File: src/rtl/spi_master_core.sv
// SPI mode-0 master shift engine. SCLK is generated from a half-period
// clock-enable counter so the whole SPI path runs in the clk_in domain.
// Words are sent MSB-first on mosi and received MSB-first from miso.
module spi_master_core #(
  parameter int DATA_WIDTH = 8,
  parameter int CLK_DIV    = 10
) (
  input  logic                  clk_in,
  input  logic                  reset,
  input  logic                  start,
  input  logic [DATA_WIDTH-1:0] tx_data,
  output logic                  busy,
  output logic                  done,
  output logic [DATA_WIDTH-1:0] rx_data,
  output logic                  sclk,
  output logic                  mosi,
  input  logic                  miso,
  output logic                  cs_n
);

  localparam int CW = $clog2(CLK_DIV);
  localparam int BW = $clog2(DATA_WIDTH + 1);
  localparam logic [CW-1:0] CNT_LAST = CW'(CLK_DIV - 1);
  localparam logic [BW-1:0] NBITS    = BW'(DATA_WIDTH);

  typedef enum logic [2:0] {IDLE, LEAD, HIGH, LOW, TRAIL} state_t;

  state_t                state_q, state_d;
  logic [CW-1:0]         cnt_q, cnt_d;
  logic [BW-1:0]         bit_q, bit_d;
  // MSB goes straight from tx_data to mosi, so only the remaining bits are held
  logic [DATA_WIDTH-2:0] tx_q, tx_d;
  logic [DATA_WIDTH-1:0] rx_q, rx_d;
  logic [DATA_WIDTH-1:0] rx_data_q, rx_data_d;
  logic                  sclk_q, sclk_d;
  logic                  mosi_q, mosi_d;
  logic                  cs_n_q, cs_n_d;
  logic                  busy_q, busy_d;
  logic                  done_q, done_d;
  logic                  tick;

  assign tick    = (cnt_q == CNT_LAST);
  assign busy    = busy_q;
  assign done    = done_q;
  assign rx_data = rx_data_q;
  assign sclk    = sclk_q;
  assign mosi    = mosi_q;
  assign cs_n    = cs_n_q;

  // State and datapath registers; reset aborts any transfer silently
  always_ff @(posedge clk_in) begin
    if (reset) begin
      state_q   <= IDLE;
      cnt_q     <= '0;
      bit_q     <= '0;
      tx_q      <= '0;
      rx_q      <= '0;
      rx_data_q <= '0;
      sclk_q    <= 1'b0;
      mosi_q    <= 1'b0;
      cs_n_q    <= 1'b1;
      busy_q    <= 1'b0;
      done_q    <= 1'b0;
    end else begin
      state_q   <= state_d;
      cnt_q     <= cnt_d;
      bit_q     <= bit_d;
      tx_q      <= tx_d;
      rx_q      <= rx_d;
      rx_data_q <= rx_data_d;
      sclk_q    <= sclk_d;
      mosi_q    <= mosi_d;
      cs_n_q    <= cs_n_d;
      busy_q    <= busy_d;
      done_q    <= done_d;
    end
  end

  // Next-state and next-output logic; every tick advances one half-period
  always_comb begin
    state_d   = state_q;
    cnt_d     = (state_q == IDLE) ? '0 : cnt_q + CW'(1);
    bit_d     = bit_q;
    tx_d      = tx_q;
    rx_d      = rx_q;
    rx_data_d = rx_data_q;
    sclk_d    = sclk_q;
    mosi_d    = mosi_q;
    cs_n_d    = cs_n_q;
    busy_d    = busy_q;
    done_d    = 1'b0;

    unique case (state_q)
      IDLE: begin
        if (start) begin
          state_d = LEAD;
          tx_d    = tx_data[DATA_WIDTH-2:0];
          mosi_d  = tx_data[DATA_WIDTH-1];
          cs_n_d  = 1'b0;
          busy_d  = 1'b1;
          bit_d   = '0;
        end
      end
      LEAD, LOW: begin
        if (tick) begin
          state_d = HIGH;
          cnt_d   = '0;
          sclk_d  = 1'b1;
          rx_d    = {rx_q[DATA_WIDTH-2:0], miso};
          bit_d   = bit_q + BW'(1);
        end
      end
      HIGH: begin
        if (tick) begin
          cnt_d  = '0;
          sclk_d = 1'b0;
          if (bit_q < NBITS) begin
            state_d = LOW;
            mosi_d  = tx_q[DATA_WIDTH-2];
            tx_d    = tx_q << 1;
          end else begin
            state_d = TRAIL;
          end
        end
      end
      TRAIL: begin
        if (tick) begin
          state_d   = IDLE;
          cnt_d     = '0;
          cs_n_d    = 1'b1;
          busy_d    = 1'b0;
          mosi_d    = 1'b0;
          done_d    = 1'b1;
          rx_data_d = rx_q;
        end
      end
      default: state_d = IDLE;
    endcase
  end

endmodule

File: config.mk
export PLATFORM = sky130hd
export DESIGN_NAME = spi_master_core
export DESIGN_NICKNAME = d
export VERILOG_FILES = /design/src/rtl/spi_master_core.sv
export SDC_FILE = /design/constraint.sdc
export NUM_CORES = 1
export LEC_CHECK = 0
export BUFFER_PORTS_ARGS = -buffer_cell sky130_fd_sc_hd__buf_2
export CORE_ASPECT_RATIO = 1.1
export CORE_MARGIN = 1.5
export CORE_UTILIZATION = 25
export CTS_CLUSTER_SIZE = 20
export DETAILED_ROUTE_END_ITERATION = 16
export GPL_TIMING_DRIVEN = 1
export PLACE_DENSITY = 0.52
export SLEW_MARGIN = 5
export SYNTH_ARGS = -nofsm -noshare
export SYNTH_HDL_FRONTEND = slang
export SYNTH_SLANG_ARGS = --single-unit
File: constraint.sdc
create_clock -name clk_in -period 1.9 [get_ports clk_in]
set_input_delay 0 -clock clk_in [delete_from_list [all_inputs] [get_ports clk_in]]
set_output_delay 0 -clock clk_in [all_outputs]
set_load 0.01 [all_outputs]
* Yosys cells after proc, flatten, opt, wreduce, memory -nomap -nowiden *
Cells that the tools add are included.

cells by class
  reductions and logical operators = 17
  $lt $le $gt $ge = 1
  equality and inequality tests = 10
  add/sub/neg operators = 2
  bitwise logic cells = 1
  muxes and demuxes = 28

operators by type and width
  operator                                           number
  two-way mux 7 bit                                  3
  two-way mux 4 bit                                  5
  two-way mux 3 bit                                  5
  one-hot mux 7 bit (2 select lines)                 1
  one-hot mux 3 bit (4 select lines)                 1
  inequality test 2 bit, second input constant       5
  AND reduction 3 bit                                3
  adder 4 x 1 -> 4 bit, second input constant        2
  two-way mux 1 bit                                  8
  one-hot mux 4 bit (2 select lines)                 1
  AND reduction 4 bit                                2
  nonzero test 2 bit                                 4
  == test 3 x 2 -> 1 bit, second input constant      2
  one-hot mux 1 bit (2 select lines)                 3
  AND reduction 5 bit                                1
  == test 4 bit, second input constant               1
  less-than comparator 4 bit, second input constant  1
  AND reduction 2 bit                                2
  OR reduction 2 bit                                 2
  OR reduction 4 bit                                 1
  == test 3 x 1 -> 1 bit, second input constant      1
  == test 3 bit, second input constant               1
  logical NOT 3 bit                                  1
  one-hot mux 1 bit (3 select lines)                 1
  other kinds (2)                                    2

storage, ports and cells
  input bits = 12
  logic and storage cells = 70
  flip-flop bits (word level) = 39

* Longest topological paths before layout *
  word-level depth = 4
  mapped depth = 7
  depth with buffers taken out = 6

* Worst setup path after synthesis *
OpenSTA, ideal clock, no wires.

  kind = register to register
  start = register cnt_q[0]
  end = register bit_q[2]
  setup time = 0.070 ns
  clock period less this slack = 1.523 ns
  path buffers = 0
  slack = 0.377 ns
  data arrival time = 1.453 ns
  stages on the path, launching flop included = 6
  cells stage by stage = dfxtp_1 -> ha_1 -> and3b_1 -> nor3_2 -> or4_1 -> a21oi_1

on the way
  word-level cells in the longest chain between the ends = 3

RTL lines
  element                                 RTL line  text
  start: declaration                      29        logic [CW-1:0] cnt_q, cnt_d;
  start signal: assignment                66        cnt_q <= cnt_d;
  == test 4 bit                           42        assign tick = (cnt_q == CNT_LAST);
  inequality test 2 bit (no source line)  n/a
  AND reduction 3 bit (no source line)    n/a
  end signal: assignment                  67        bit_q <= bit_d;
  end: declaration                        30        logic [BW-1:0] bit_q, bit_d;

Every way passes these cells.
A chain may end at the register's enable or synchronous reset.

* Worst setup path after layout *
  start = register state_q[2]
  end = register mosi_q, in the netlist mosi

on the way
  word-level cells in the longest chain between the ends = 3
  elaborated cells between the ends (all ways) = 10
  those cells by class = eq/ne: 6; mux: 1; reduce/logical: 3

RTL lines
  element                                                                       RTL line  text
  start: declaration                                                            28        state_t state_q, state_d;
  start signal: assignment                                                      65        state_q <= state_d;
  == test 3 x 2 -> 1 bit (tied with other cells)                                93        unique case (state_q)
  inequality test 2 bit (no source line) or nonzero test 3 bit (tied branches)  n/a
  AND reduction 5 bit (no source line)                                          n/a
  end signal: assignment                                                        72        mosi_q <= mosi_d;
  end: declaration                                                              36        logic mosi_q, mosi_d;

Parallel ways exist; a longest one is shown, timed or not.

==> results.json <==
{
  "r2r-start": "state_q[2]",
  "power_per_cell_area_mw_per_mm2": 842,
  "slew_headroom_pct": 57.8,
  "fmax_mhz": 589,
  "cts_root_buf": "clkbuf_8",
  "cp.arrival_ns": 1.93,
  "p_int_uw": 1210,
  "wl_per_cell_um": 11.6,
  "swShare_pct": 27.9,
  "cap_violations": 0,
  "fin_crit_ns": 1.70,
  "chipWidth_um": 81.1,
  "fill_cells": 694,
  "cts.clk_slew.worst_paths_ns": 0.08,
  "ys_types": 41,
  "wl_met3_um": 179,
  "grt_pass1_vias": 1295,
  "num_rows": 31,
  "place.gp.congestion": 0.812,
  "yosys_warnings": 0,
  "ctsResizeCount": 0,
  "syn_area_per_cell_um2": 8.84,
  "fin_tns_setup_ns": 0,
  "dp_hpwl_um": 2430,
  "grt_max_degree": 27,
  "critical_path.startpoint_type": "register",
  "drc": 0,
  "areaGrowthSynthToFinish_pct": 18.7,
  "run_status": "finished with violations",
  "worstHoldStart": "tx_data[0]",
  "min_period_over_period_pct": 89.3,
  "dr.pass1.iters": 4,
  "cts_max_path_buffers": 2,
  "end_kind": "register",
  "r2r_cells": 4,
  "clk_latency_ns": 0.30,
  "p_leak_uw": 0.000805,
  "fin_skew_ns": 0.00708,
  "core_mm2": 0.00656,
  "syn-instance-count": 190,
  "via_count": 1363,
  "worstPathMaxFanout": 19,
  "fin_ws_ns": 0.203,
  "ys_seq_area_share_pct": 46.5,
  "wl_met2_um": 1590,
  "grt_overflow": 0,
  "m1WireLength_um": 1650,
  "reg2reg_setup_slack_ns": 0.20,
  "finalHoldViolCount": 1,
  "synth_area_mm2": 0.00168,
  "r2r-end": "mosi",
  "multi_input_area_um2": 826,
  "vdd_drop_max_mv": 0.301,
  "p_comb_share_pct": 12.5,
  "syn-num-nets": 205,
  "cts_made_buffers": 5,
  "die_y_um": 89.0,
  "finalPower_uw": 1680,
  "cts_sinks": 39,
  "violations": "hold timing",
  "grtUsageTotal_pct": 10.7,
  "ant_nets": 0,
  "cts_tree": "built",
  "antenna_found_initial": 0,
  "dr.max_layer_used": "met4",
  "whs_ns": -0.000583,
  "worstHoldPathType": "in -> reg",
  "dieArea_mm2": 0.00722,
  "dpl_worst_slack_ns": 0.221,
  "ctsHtreeMaxLevel": 2,
  "seq_area_um2": 781,
  "routed_wl_um": 3490,
  "synth_seq_cells": 39,
  "grt_pass1_wl_um": 5900,
  "max_slew.worst_pin.slew_ns": 0.632,
  "required_ns": 2.14,
  "viasPerCell": 4.54,
  "crit_type": "reg -> reg",
  "antenna_cells": 0,
  "boundaryPins": 25,
  "initial_utilization_pct": 25.6,
  "seqPwrFrac_pct": 52.9,
  "pwr-share-clk_pct": 34.7,
  "drive_gt1_share_pct": 20.2,
  "p_switching_uw": 468,
  "drt_iter0_drc": 111,
  "final_nets": 232,
  "rsz0062_at_grt": "false",
  "min_path_cells": 3,
  "setup_violations": 0,
  "io_buffer_count": 24,
  "holdPathEnd": "tx_q[0]",
  "drv_slew": 0
}
-- final cells by class --
class / count / area share, %
Tap cell: 82 / 5.15
Sequential cell: 39 / 39.2
Timing Repair Buffer: 31 / 8.79
Clock inverter: 3 / 1.26
Clock buffer: 5 / 3.45
Multi-Input combinational cell: 136 / 41.4
Inverter: 4 / 0.753
-- metal layers --
layer / global-route usage [%] / vias up
met4: 4.70 / 0
met3: 3.27 / 7
met2: 17.6 / 26
met5: 0 / -
met1: 12.9 / 613
li1: - / 717
-- power groups by stage --
stage / Clock (uW) / Sequential, uW / Combinational, uW
finish: 581 / 887 / 209
global route: 643 / 895 / 238
CTS: 609 / 888 / 213
detailed placement: 0 / 907 / 210
global placement: 0 / 908 / 208
floorplan: 0 / 897 / 161
-- registers in the layout, indices dropped and copies added, names as in the netlist --
signal,flops
cnt_q,4
cs_n,1
sclk,1
rx_data,8
bit_q,4
mosi,1
rx_q,8
state_q,3
busy,1
tx_q,7
done,1
-- worst max-delay path: stages (launching register included) --
cell and delay (ns):
dfxtp_1 0.73, nor2_1 0.11, o211a_2 0.30, a2111o_1 0.35, a21oi_1 0.14
-- how the worst max path moves through the flow --
stage                           from       end  slack [ns]  depth (start not counted)
final                     state_q[2]      mosi        0.20                          4
after global routing      state_q[2]      mosi        0.05                          4
after CTS                 state_q[2]      mosi        0.20                          4
after detailed placement    cnt_q[0]  bit_q[2]        0.22                          5
after global placement    state_q[2]      mosi        0.27                          4
after floorplan             cnt_q[0]  bit_q[2]        0.38                          5
-- cell usage after synthesis, drive strengths merged --
cell type	number	area share [%]
ha	3	2.2
a211o	1	0.52
mux2i	14	8.3
inv	4	0.89
nand3b	1	0.45
xor2	1	0.52
or3	1	0.37
xnor2	1	0.52
nor2b	2	0.75
a2bb2oi	1	0.52
nand2b	1	0.37
a31oi	3	1.1
nand2	24	5.5
o21bai	2	0.89
o211a	1	0.60
nand4b	1	0.52
a211oi	7	3.1
dfxtp	39	46
a21oi	18	5.4
or4	1	0.45
and4bb	1	0.75
o21ai	4	1.2
a2111o	1	0.67
o211ai	1	0.45
and3b	1	0.52
and3	1	0.37
nor3	6	2.8
nor2	29	6.5
nand3	4	1.2
or3b	1	0.52
clkbuf	5	1.1
o31ai	2	0.89
o41ai	1	0.52
o221a	1	0.67
buf	6	2.3
-- stage by stage --
| stage | hold WS [ns] | utilization, % | instances | instance area (um^2) |
|---|---|---|---|---|
| 5_1_grt | 0.0287 | 30.4 | 300 | 1990 |
| 4_1_cts | 0.0119 | 30.4 | 300 | 1990 |
| 6_report | -0.000583 | 30.4 | 300 | 1990 |
| 3_3_place_gp | 0.257 | 28.8 | 291 | 1890 |
| 2_1_floorplan | 0.136 | - | 190 | 1680 |
| 3_5_place_dp | 0.262 | 28.8 | 291 | 1890 |
-- cells in the final DEF, fill, tap and decap left out, types with 2 or more instances in the layout --
master	synthesis	layout
clkinv_4	0	2
nor3_1	4	4
inv_1	3	3
nor2_1	29	29
o21ai_0	4	4
ha_1	3	3
a211oi_1	7	7
nand2_1	23	23
a31oi_1	3	3
nor2b_1	2	2
o21bai_1	2	2
o31ai_1	2	2
buf_2	4	24
buf_4	1	6
nand3_1	4	4
dfxtp_1	39	39
mux2i_1	14	14
clkbuf_8	0	5
a21oi_1	18	18
-- what timing repair did --
action	in CTS	in global routing
hold endpoints to repair	1	0
hold buffers	1	0
setup buffers	0	0
-- kinds of logic (layout without fill, tap and decap cells) --
family	Yosys count	count (layout)	synth area share [%]
multiplexers	14	14	8.35
adder cells (fa/ha/maj)	3	3	2.24
AO/OA/AOI/OAI	43	43	16.5
buffers and inverters	15	43	4.32
flip-flops	39	39	46.5
AND/OR/NAND/NOR	74	74	21.0
XOR/XNOR	2	2	1.04
No activity file was read; power rests on OpenSTA's default activity.
